## src/rtl/if2_stage_pkg.sv

```systemverilog
// Shared widths, stall-bit indices and types for the IF2 fetch stage.
// Imported by the stage top and its instruction hold buffer.
package if2_stage_pkg;

  localparam int STALL_WD   = 6;
  localparam int IF12IF2_WD = 33;
  localparam int IF22ID_WD  = 65;
  localparam int BR_WD      = 33;

  localparam int STALL_IF1 = 0;
  localparam int STALL_IF2 = 1;
  localparam int STALL_ID  = 2;
  localparam int STALL_EX  = 3;

  // Bubble / NOP encoding seen by ID when no valid fetch is present.
  localparam logic [31:0] INST_NOP = 32'h0;

  typedef struct packed {
    logic        pc_valid;
    logic [31:0] pc;
  } if12if2_t;

  typedef enum logic {
    HOLD_EMPTY = 1'b0,
    HOLD_FULL  = 1'b1
  } hold_state_e;

endpackage

```

## src/rtl/if2_stage_inst_hold_buf.sv

```systemverilog
// Keeps the SRAM read word alive across IF2 stalls so the fetched
// instruction reaches ID exactly once; also masks the inst for bubbles.
module if2_stage_inst_hold_buf
  import if2_stage_pkg::*;
(
  input  logic        clk,
  input  logic        rst_n,
  input  logic        i_clear,
  input  logic        i_stall,
  input  logic        i_pc_valid,
  input  logic [31:0] i_rdata,
  output logic [31:0] o_inst
);

  hold_state_e r_state;
  logic [31:0] r_hold_inst;

  // SRAM data is only valid in the first stall cycle, so capture right then.
  always_ff @(posedge clk) begin
    if (!rst_n || i_clear) begin
      r_state     <= HOLD_EMPTY;
      r_hold_inst <= INST_NOP;
    end else begin
      case (r_state)
        HOLD_EMPTY: begin
          if (i_stall && i_pc_valid) begin
            r_state     <= HOLD_FULL;
            r_hold_inst <= i_rdata;
          end
        end
        HOLD_FULL: begin
          if (!i_stall) begin
            r_state <= HOLD_EMPTY;
          end
        end
        default: r_state <= HOLD_EMPTY;
      endcase
    end
  end

  always_comb begin
    o_inst = INST_NOP;
    if (i_pc_valid) begin
      o_inst = (r_state == HOLD_FULL) ? r_hold_inst : i_rdata;
    end
  end

endmodule

```

## src/rtl/if2_stage.sv

```systemverilog
// Second fetch stage: registers the IF1 bus, pairs it with the SRAM read
// word (or the held copy during stalls) and presents {inst, pc_valid, pc} to ID.
module if2_stage
  import if2_stage_pkg::*;
(
  input  logic                  clk,
  input  logic                  rst_n,
  input  logic                  flush,
  input  logic [STALL_WD-1:0]   stall,
  input  logic [BR_WD-1:0]      br_bus,
  input  logic [IF12IF2_WD-1:0] if12if2_bus,
  input  logic [31:0]           inst_sram_rdata,
  output logic [IF22ID_WD-1:0]  if22id_bus
);

  if12if2_t    r_stage;
  if12if2_t    w_if1;
  logic        w_br_e;
  logic        w_stall_if2;
  logic        w_stall_id;
  logic        w_kill;
  logic [31:0] w_inst;
  logic        w_unused_bits;

  assign w_if1       = if12if2_t'(if12if2_bus);
  assign w_br_e      = br_bus[BR_WD-1];
  assign w_stall_if2 = stall[STALL_IF2];
  assign w_stall_id  = stall[STALL_ID];

  // A branch seen while stalled is deferred until the first non-stalled edge.
  assign w_kill = flush || (!w_stall_if2 && w_br_e);

  assign w_unused_bits = ^{br_bus[BR_WD-2:0], stall[STALL_WD-1:STALL_EX], stall[STALL_IF1]};

  always_ff @(posedge clk) begin
    if (!rst_n) begin
      r_stage <= '0;
    end else if (flush) begin
      r_stage <= '0;
    end else if (w_stall_if2 && !w_stall_id) begin
      // ID drained this slot while IF2 is held: insert a bubble.
      r_stage <= '0;
    end else if (!w_stall_if2 && w_br_e) begin
      r_stage <= '0;
    end else if (!w_stall_if2) begin
      r_stage <= w_if1;
    end
  end

  if2_stage_inst_hold_buf u_hold (
    .clk        (clk),
    .rst_n      (rst_n),
    .i_clear    (w_kill),
    .i_stall    (w_stall_if2),
    .i_pc_valid (r_stage.pc_valid),
    .i_rdata    (inst_sram_rdata),
    .o_inst     (w_inst)
  );

  assign if22id_bus = {w_inst, r_stage.pc_valid, r_stage.pc};

endmodule

```

## config.mk

```make
export PLATFORM = sky130hd
export DESIGN_NAME = if2_stage
export DESIGN_NICKNAME = d
export VERILOG_FILES = /design/src/rtl/if2_stage_pkg.sv /design/src/rtl/if2_stage_inst_hold_buf.sv /design/src/rtl/if2_stage.sv
export SDC_FILE = /design/constraint.sdc
export NUM_CORES = 1
export LEC_CHECK = 0
export ABC_CLOCK_PERIOD_IN_PS = 2550
export BUFFER_PORTS_ARGS = -buffer_cell sky130_fd_sc_hd__buf_2
export CAP_MARGIN = 20
export CORE_UTILIZATION = 47
export DETAILED_ROUTE_END_ITERATION = 7
export PLACE_DENSITY = 0.95
export SLEW_MARGIN = 20
export SYNTH_ARGS = -nofsm -noshare
export SYNTH_HDL_FRONTEND = slang
export SYNTH_SLANG_ARGS = --single-unit
```

## constraint.sdc

```tcl
create_clock -name clk -period 2.55 [get_ports clk]
set_clock_uncertainty 0.2 [all_clocks]
set_input_delay 0.1275 -clock clk [delete_from_list [all_inputs] [get_ports clk]]
set_output_delay 0.1275 -clock clk [all_outputs]
set_load 0.05 [all_outputs]
```

==> results of run 1 <==
placed cells by master (no fill, tap or decap):
cell           Yosys  final
a21oi_1           32     32
and3b_1            1      1
buf_12             0      1
buf_2             14    135
buf_4              5      5
bufinv_16          0      1
clkbuf_1           3      1
clkbuf_8           0     10
clkinv_2           0      3
clkinv_4           0      1
dfxtp_1           66     65
dfxtp_2            0      1
dlygate4sd3_1      0     66
mux2i_1           65     65
nand2_1           64     64
nand2b_1           1      1
nand2b_4           1      1
nand3b_1           1      1
nand3b_2           1      1
nand4b_4           1      1
nor2_1            34     34
nor2b_1           32     32
o21ai_0            1      1
worst reg2reg max path: stages, from the launching register on:
cell     delay [ns]
dfxtp_2        0.47
and3b_1        0.62
buf_12         0.23
nand2_1        0.06
a21oi_1        0.14
final cells by class:
| type | instances | area (µm²) |
|---|---|---|
| clock buffer | 11 | 141 |
| clock inverter | 5 | 53.8 |
| fill | 396 | 1500 |
| multi-input combinational | 234 | 1460 |
| sequential | 66 | 1320 |
| tap | 75 | 93.8 |
| timing repair buffer | 207 | 1390 |
sequential cells by signal (all words and copies together) (netlist names):
signal,flops
if22id_bus,33
u_hold.r_hold_inst,32
u_hold.r_state,1
stage by stage:
stage | worst slack [ns] | instance area [µm²] | hold WS [ns]
6_report | 0.243 | 4460 | 0.189
4_1_cts | 0.248 | 4460 | 0.162
2_1_floorplan | 0.705 | 2930 | 0.0633
5_1_grt | 0.147 | 4460 | 0.196
3_5_place_dp | 0.616 | 3600 | 0.168
3_3_place_gp | 0.653 | 3600 | 0.155
kinds of logic after synthesis:
group	count (synthesis)
buffers and inverters	25
and+or+nand+nor	136
AOI/OAI and AO/OA	33
DFF	66
muxes	65
power by group through the flow:
stage	combinational [W]	clock [W]	sequential [W]
3_3_place_gp	0.000244	0	0.00107
3_5_place_dp	0.000252	0	0.00107
2_1_floorplan	0.000122	0	0.00111
4_1_cts	0.000330	0.000889	0.00105
6_report	0.000341	0.000866	0.00105
5_1_grt	0.000361	0.000938	0.00105
worst max path at each step:
stage,from,to,slack [ns],depth (start not counted)
2_1_floorplan,u_hold.r_state,if22id_bus[55],0.71,4
3_3_place_gp,u_hold.r_state,if22id_bus[49],0.65,4
3_5_place_dp,u_hold.r_state,if22id_bus[49],0.62,4
4_1_cts,u_hold.r_state,if22id_bus[49],0.25,4
5_1_grt,u_hold.r_state,if22id_bus[46],0.15,4
6_report,u_hold.r_state,if22id_bus[49],0.24,4
cell usage after synthesis (all sizes together):
| library cell | instances | area (µm²) |
|---|---|---|
| dfxtp | 66 | 1320 |
| mux2i | 65 | 651 |
| nand2 | 64 | 240 |
| nor2 | 34 | 128 |
| a21oi | 32 | 160 |
| nor2b | 32 | 200 |
| buf | 22 | 141 |
| clkbuf | 3 | 11.3 |
| nand2b | 2 | 20.0 |
| nand3b | 2 | 18.8 |
| and3b | 1 | 8.76 |
| nand4b | 1 | 23.8 |
| o21ai | 1 | 5.00 |
per-layer routing:
| metal | global-route usage | share of wire |
|---|---|---|
| met1 | 0.257 | 0.38 |
| met2 | 0.541 | 0.54 |
| met3 | 0.0685 | 0.048 |
| met4 | 0.154 | 0.029 |
| met5 | 0 | 0 |
repair_timing:
item	CTS	global route
resized for setup	0	0
hold buffers	66	0
endpoints found under the hold margin	66	0
endpoints found under the setup margin	0	0
==> metrics.md, run 1 <==
| Metric | Value |
|---|---|
| Routed WL | `8980 µm` |
| Flop pwr share | `0.465` |
| First-pass GRT wire length | `13500 µm` |
| Root buf cell | `clkbuf_8` |
| Vias in the first global route | `3018` |
| Drt initial violations | `113` |
| First drt pass iteration count | `4` |
| Overall Power | `0.00226 W` |
| Worst path buffer plus inverter count | `2` |
| Avg WL per Cell | `15.0 µm` |
| Number of hold violations in the final report | `0` |
| Post-Synth XOR/XNOR Area | `0` |
| Ant diodes | `0` |
| Switching pwr | `0.000576 W` |
| Count of cell types in the netlist | `17` |
| Slew headroom | `0.504` |
| Area Growth Syn to Fin | `52.3%` |
| Core area | `5960 µm²` |
| Crit path time final | `2.31 ns` |
| Post-Syn Nets | `432` |
| Clk Latency, worst-skew pair | `0.32 ns` |
| Nets | `625` |
| Max Clk Rate | `434 MHz` |
| Clk buf depth | `2` |
| Setup slack, reg-to-reg | `0.73 ns` |
| Chip Width | `80.9 µm` |
| Power Density | `506 nW/µm²` |
| Area fraction in compound gates after synthesis | `0.0564` |
| Largest net degree at the start of global routing | `37` |
| CP endpoint kind | `output port` |
| DRC Markers | `0` |
| Post-DP HPWL | `5010 µm` |
| Final period utilization | `0.905` |
| Mapped cell area | `2930 µm²` |
| RR Startpoint | `u_hold.r_state` |
| CP Class | `flop to output port` |
| Initial antenna violation count | `0` |
| Post-synthesis mux area share | `0.222` |
| Gpl congestion | `0.720` |
| Post-Synth Adder-Cell Area | `0` |
| Total number of vias | `2983` |
| Via/cell ratio | `4.99` |
| Crit path launch type | `flop` |
| Number of cells on the worst hold path | `3` |
| Post-synthesis simple-gate area fraction | `0.218` |
| Die Y | `80.9 µm` |
| Reg clk slew, reported paths | `0.07 ns` |
| CP Max Fanout | `19` |
| Number of max-slew violations in the final report | `0` |
| Req. time, crit path | `2.22 ns` |
| Initial Utilization | `0.492` |
| Critical Path AT | `1.98 ns` |
| Max incr delay on CP | `0.65 ns` |
| Fin util | `0.749` |
| Setup TNS | `0 ns` |
| TritonCTS buffer count | `9` |
| Rows | `28` |
| Clock sinks | `66` |
| GRT Resource Usage Total | `0.277` |
| Internal power | `0.00168 W` |
| R2R Path End | `u_hold.r_hold_inst[8]` |
| CP cell instances | `buf_4 -> mux2i_1 -> nor2b_1 -> buf_2` |
| Slowest stage cell, crit path | `dfxtp_2` |
| Die ar. | `6550 µm²` |
| CP top delay family | `buffers and inverters` |
| Slew @ Worst Pin | `0.741 ns` |
| Maximum VDD drop | `0.402 mV` |
| Sw Ratio | `0.255` |
| Final ANT Viol Nets | `0` |
| Post-synthesis cell count | `325` |
| Share of cells above drive strength 1 | `0.306` |
| IO Count | `172` |
| Final setup violation count | `0` |
| Reg2Reg Depth | `4` |
| Worst hold start | `flush` |
| Dpl cells | `516` |
| Hold endpoint | `if22id_bus[4]` |
| Port Buffers | `135` |
| Remaining global-route overflow | `0` |
| #FFs+latches synth | `66` |
| Clock power share | `0.384` |
| CTS tree | `built` |
| Layout Cells excl Fill | `598` |
| RSZ-0062 raised after global routing | `false` |
| Hold Path Class | `input pin to flop` |
| Largest family of logic cells by synthesized area | `multiplexers` |
| Post-CTS setup buffers | `0` |
| Synth warn | `0` |
| MaxCap Viol Count | `0` |
| H-tree Lvls | `3` |
| Comb power frac | `0.151` |
| Outcome | `completed` |
| Post-synthesis sequential area ratio | `0.451` |
| Syn_area_per_cell | `9.01 µm²` |
| P_leak | `2.01 nW` |
Note: power is estimated with default switching activity, not from simulation.
==> run 2: changes to the inputs <==
--- a/config.mk
+++ b/config.mk
@@ -8,7 +8,8 @@
 export ABC_CLOCK_PERIOD_IN_PS = 2550
 export BUFFER_PORTS_ARGS = -buffer_cell sky130_fd_sc_hd__buf_2
 export CAP_MARGIN = 20
-export CORE_UTILIZATION = 47
+export CORE_UTILIZATION = 48
+export CTS_BUF_LIST = sky130_fd_sc_hd__clkbuf_8
 export DETAILED_ROUTE_END_ITERATION = 7
 export PLACE_DENSITY = 0.95
 export SLEW_MARGIN = 20
==> run 2 against run 1 <==
  * Clock-buffer cell count decreased by 2
  * Critical path depth unchanged
  * Sequential share of layout area about the same
  * Critical path type unchanged
  * Combinational power about the same
  * Die area decreased by 2.0%
  * First-iteration DRC count decreased by 22%
  * Total power increased by 3.9%
  * Setup slack improved by 0.21 ns
  * Via count increased by 0.27%
==> metrics.md, run 2 (synthesis gave the netlist of run 1 again) <==
| Metric | Value |
|---|---|
| TritonCTS buffer count | `9 (unchanged)` |
| Root buf cell | `clkbuf_8` |
| Initial antenna violation count | `0 (unchanged)` |
| Number of hold violations in the final report | `0 (unchanged)` |
| Max incr delay on CP | `0.45 ns (-0.20 ns)` |
| GRT Resource Usage Total | `0.278 (+0.00178)` |
| First drt pass iteration count | `4 (unchanged)` |
| Port Buffers | `135 (unchanged)` |
| Reg clk slew, reported paths | `0.07 ns (about the same)` |
| Maximum VDD drop | `0.438 mV (+9.0%)` |
| Max Clk Rate | `477 MHz (+10%)` |
| Multi-input gate area | `1460 µm² (about the same)` |
| Nets | `624 (-0.16%)` |
| CP Class | `flop to output port` |
| Clk buf depth | `2 (unchanged)` |
| CP endpoint kind | `output port` |
| Total number of vias | `2991 (+0.27%)` |
| Gpl congestion | `0.765 (+6.2%)` |
| Drt initial violations | `88 (-22%)` |
| Remaining global-route overflow | `0 (unchanged)` |
| Layout Cells excl Fill | `597 (-0.17%)` |
| Post-DP HPWL | `4830 µm (-3.6%)` |
| First-pass GRT wire length | `13500 µm (about the same)` |
| Number of max-slew violations in the final report | `0 (unchanged)` |
| Slew headroom | `0.540 (+0.0362)` |
| Setup TNS | `0 ns (unchanged)` |
| Chip Width | `80.1 µm (-1.0%)` |
| Largest net degree at the start of global routing | `37 (unchanged)` |
| Final ANT Viol Nets | `0 (unchanged)` |
| Rows | `28 (unchanged)` |
| H-tree Lvls | `3 (unchanged)` |
| Hold Path Class | `input pin to flop` |
| Outcome | `completed` |
| IO Count | `172 (unchanged)` |
| Routed WL | `8900 µm (-0.89%)` |
| Max FFs per register | `33 (unchanged)` |
| Fill count | `405 (+2.3%)` |
| Via/cell ratio | `5.01 (+0.44%)` |
| Ant diodes | `0 (unchanged)` |
| Clk Latency, worst-skew pair | `0.32 ns (about the same)` |
| Slew @ Worst Pin | `0.687 ns (-0.0540 ns)` |
| Leading cell types in the layout, fill and taps excluded | `135 x buf_2, 65 x mux2i_1, 65 x dlygate4sd3_1, 65 x dfxtp_1, 64 x nand2_1` |
| CTS tree | `built` |
| Initial Utilization | `0.498 (+0.00585)` |
| Final setup violation count | `0 (unchanged)` |
| Slowest stage cell, crit path | `buf_4` |
| Final period utilization | `0.822 (-0.0826)` |
| RSZ-0062 raised after global routing | `false` |
| Register area | `1320 µm² (unchanged)` |
| P_leak | `2.00 nW (-0.33%)` |
| Avg WL per Cell | `14.9 µm (-0.72%)` |
| Vias in the first global route | `3068 (+1.7%)` |
| Power Density | `526 nW/µm² (+3.8%)` |
| Crit path launch type | `flop` |
| Crit path time final | `2.10 ns (-0.211 ns)` |
| Area Growth Syn to Fin | `52.3% (about the same)` |
| Setup WS post-layout | `0.454 ns (+0.211 ns)` |
| CP Max Fanout | `34 (+15)` |
| Share of cells above drive strength 1 | `0.310 (+0.00442)` |
| Dpl cells | `516 (unchanged)` |
| Die Y | `80.1 µm (-1.0%)` |
| Core area | `5890 µm² (-1.2%)` |
| Critical Path AT | `1.77 ns (-0.21 ns)` |
| CP cell instances | `buf_4 -> mux2i_1 -> nor2b_1 -> buf_2` |
| DRC Markers | `0 (unchanged)` |
| Die ar. | `6420 µm² (-2.0%)` |
| MaxCap Viol Count | `0 (unchanged)` |
| Req. time, crit path | `2.22 ns (about the same)` |
| Clock sinks | `66 (unchanged)` |
| Dpl ws | `0.639 ns (+0.0226 ns)` |
| Most common cell after layout, fill and taps aside | `buf_2` |
run 2: report_power, final:
group          switching (W)  internal [W]  total, W
logic               0.000177      0.000162  0.000339
registers         0.00000761       0.00104   0.00105
clock network       0.000408      0.000549  0.000956
total               0.000592       0.00175   0.00235
run 2: layout make-up:
cell class / count / area share
clock buffer: 9 / 0.0278
multi-input combinational: 234 / 0.326
tap: 75 / 0.0210
clock inverter: 7 / 0.0210
timing repair buffer: 206 / 0.307
sequential: 66 / 0.296
run 2: path summary, 6_finish.rpt:
kind / cells after the start / to / slack, ns / start
hold / removal: 4 / u_hold.r_state / 0.1 / stall[1]
setup reg to reg: 5 / u_hold.r_hold_inst[2] / 0.81 / u_hold.r_state
hold reg to reg: 2 / u_hold.r_hold_inst[9] / 0.25 / u_hold.r_hold_inst[9]
setup / recovery: 4 / if22id_bus[52] / 0.45 / u_hold.r_state
run 2: critical path: cells and delay by family, from the launching register on:
family,cells,cell delay (ns)
and+or+nand+nor,1,0.15
DFF,1,0.33
buffers and inverters,2,0.73
muxes,1,0.20
run 2: metal layers:
metal | share of wire | global-route usage
met2 | 0.53 | 0.532
met5 | 0 | 0
met1 | 0.36 | 0.257
met3 | 0.060 | 0.0773
met4 | 0.048 | 0.173
run 2: per-stage QoR:
| stage | total power [W] | utilization | cell area (µm²) | hold slack [ns] |
|---|---|---|---|---|
| floorplan | 0.00123 | - | 2930 | 0.0633 |
| global placement | 0.00132 | 0.610 | 3590 | 0.156 |
| detailed placement | 0.00133 | 0.610 | 3590 | 0.166 |
| CTS | 0.00234 | 0.758 | 4460 | 0.0780 |
| global route | 0.00242 | 0.758 | 4460 | 0.139 |
| finish | 0.00235 | 0.758 | 4460 | 0.0974 |
run 2: what timing repair did:
item	4_1_cts	5_1_grt
endpoints found under the hold margin	65	0
resized for setup	0	0
hold buffers	65	0
buffers inserted	0	0
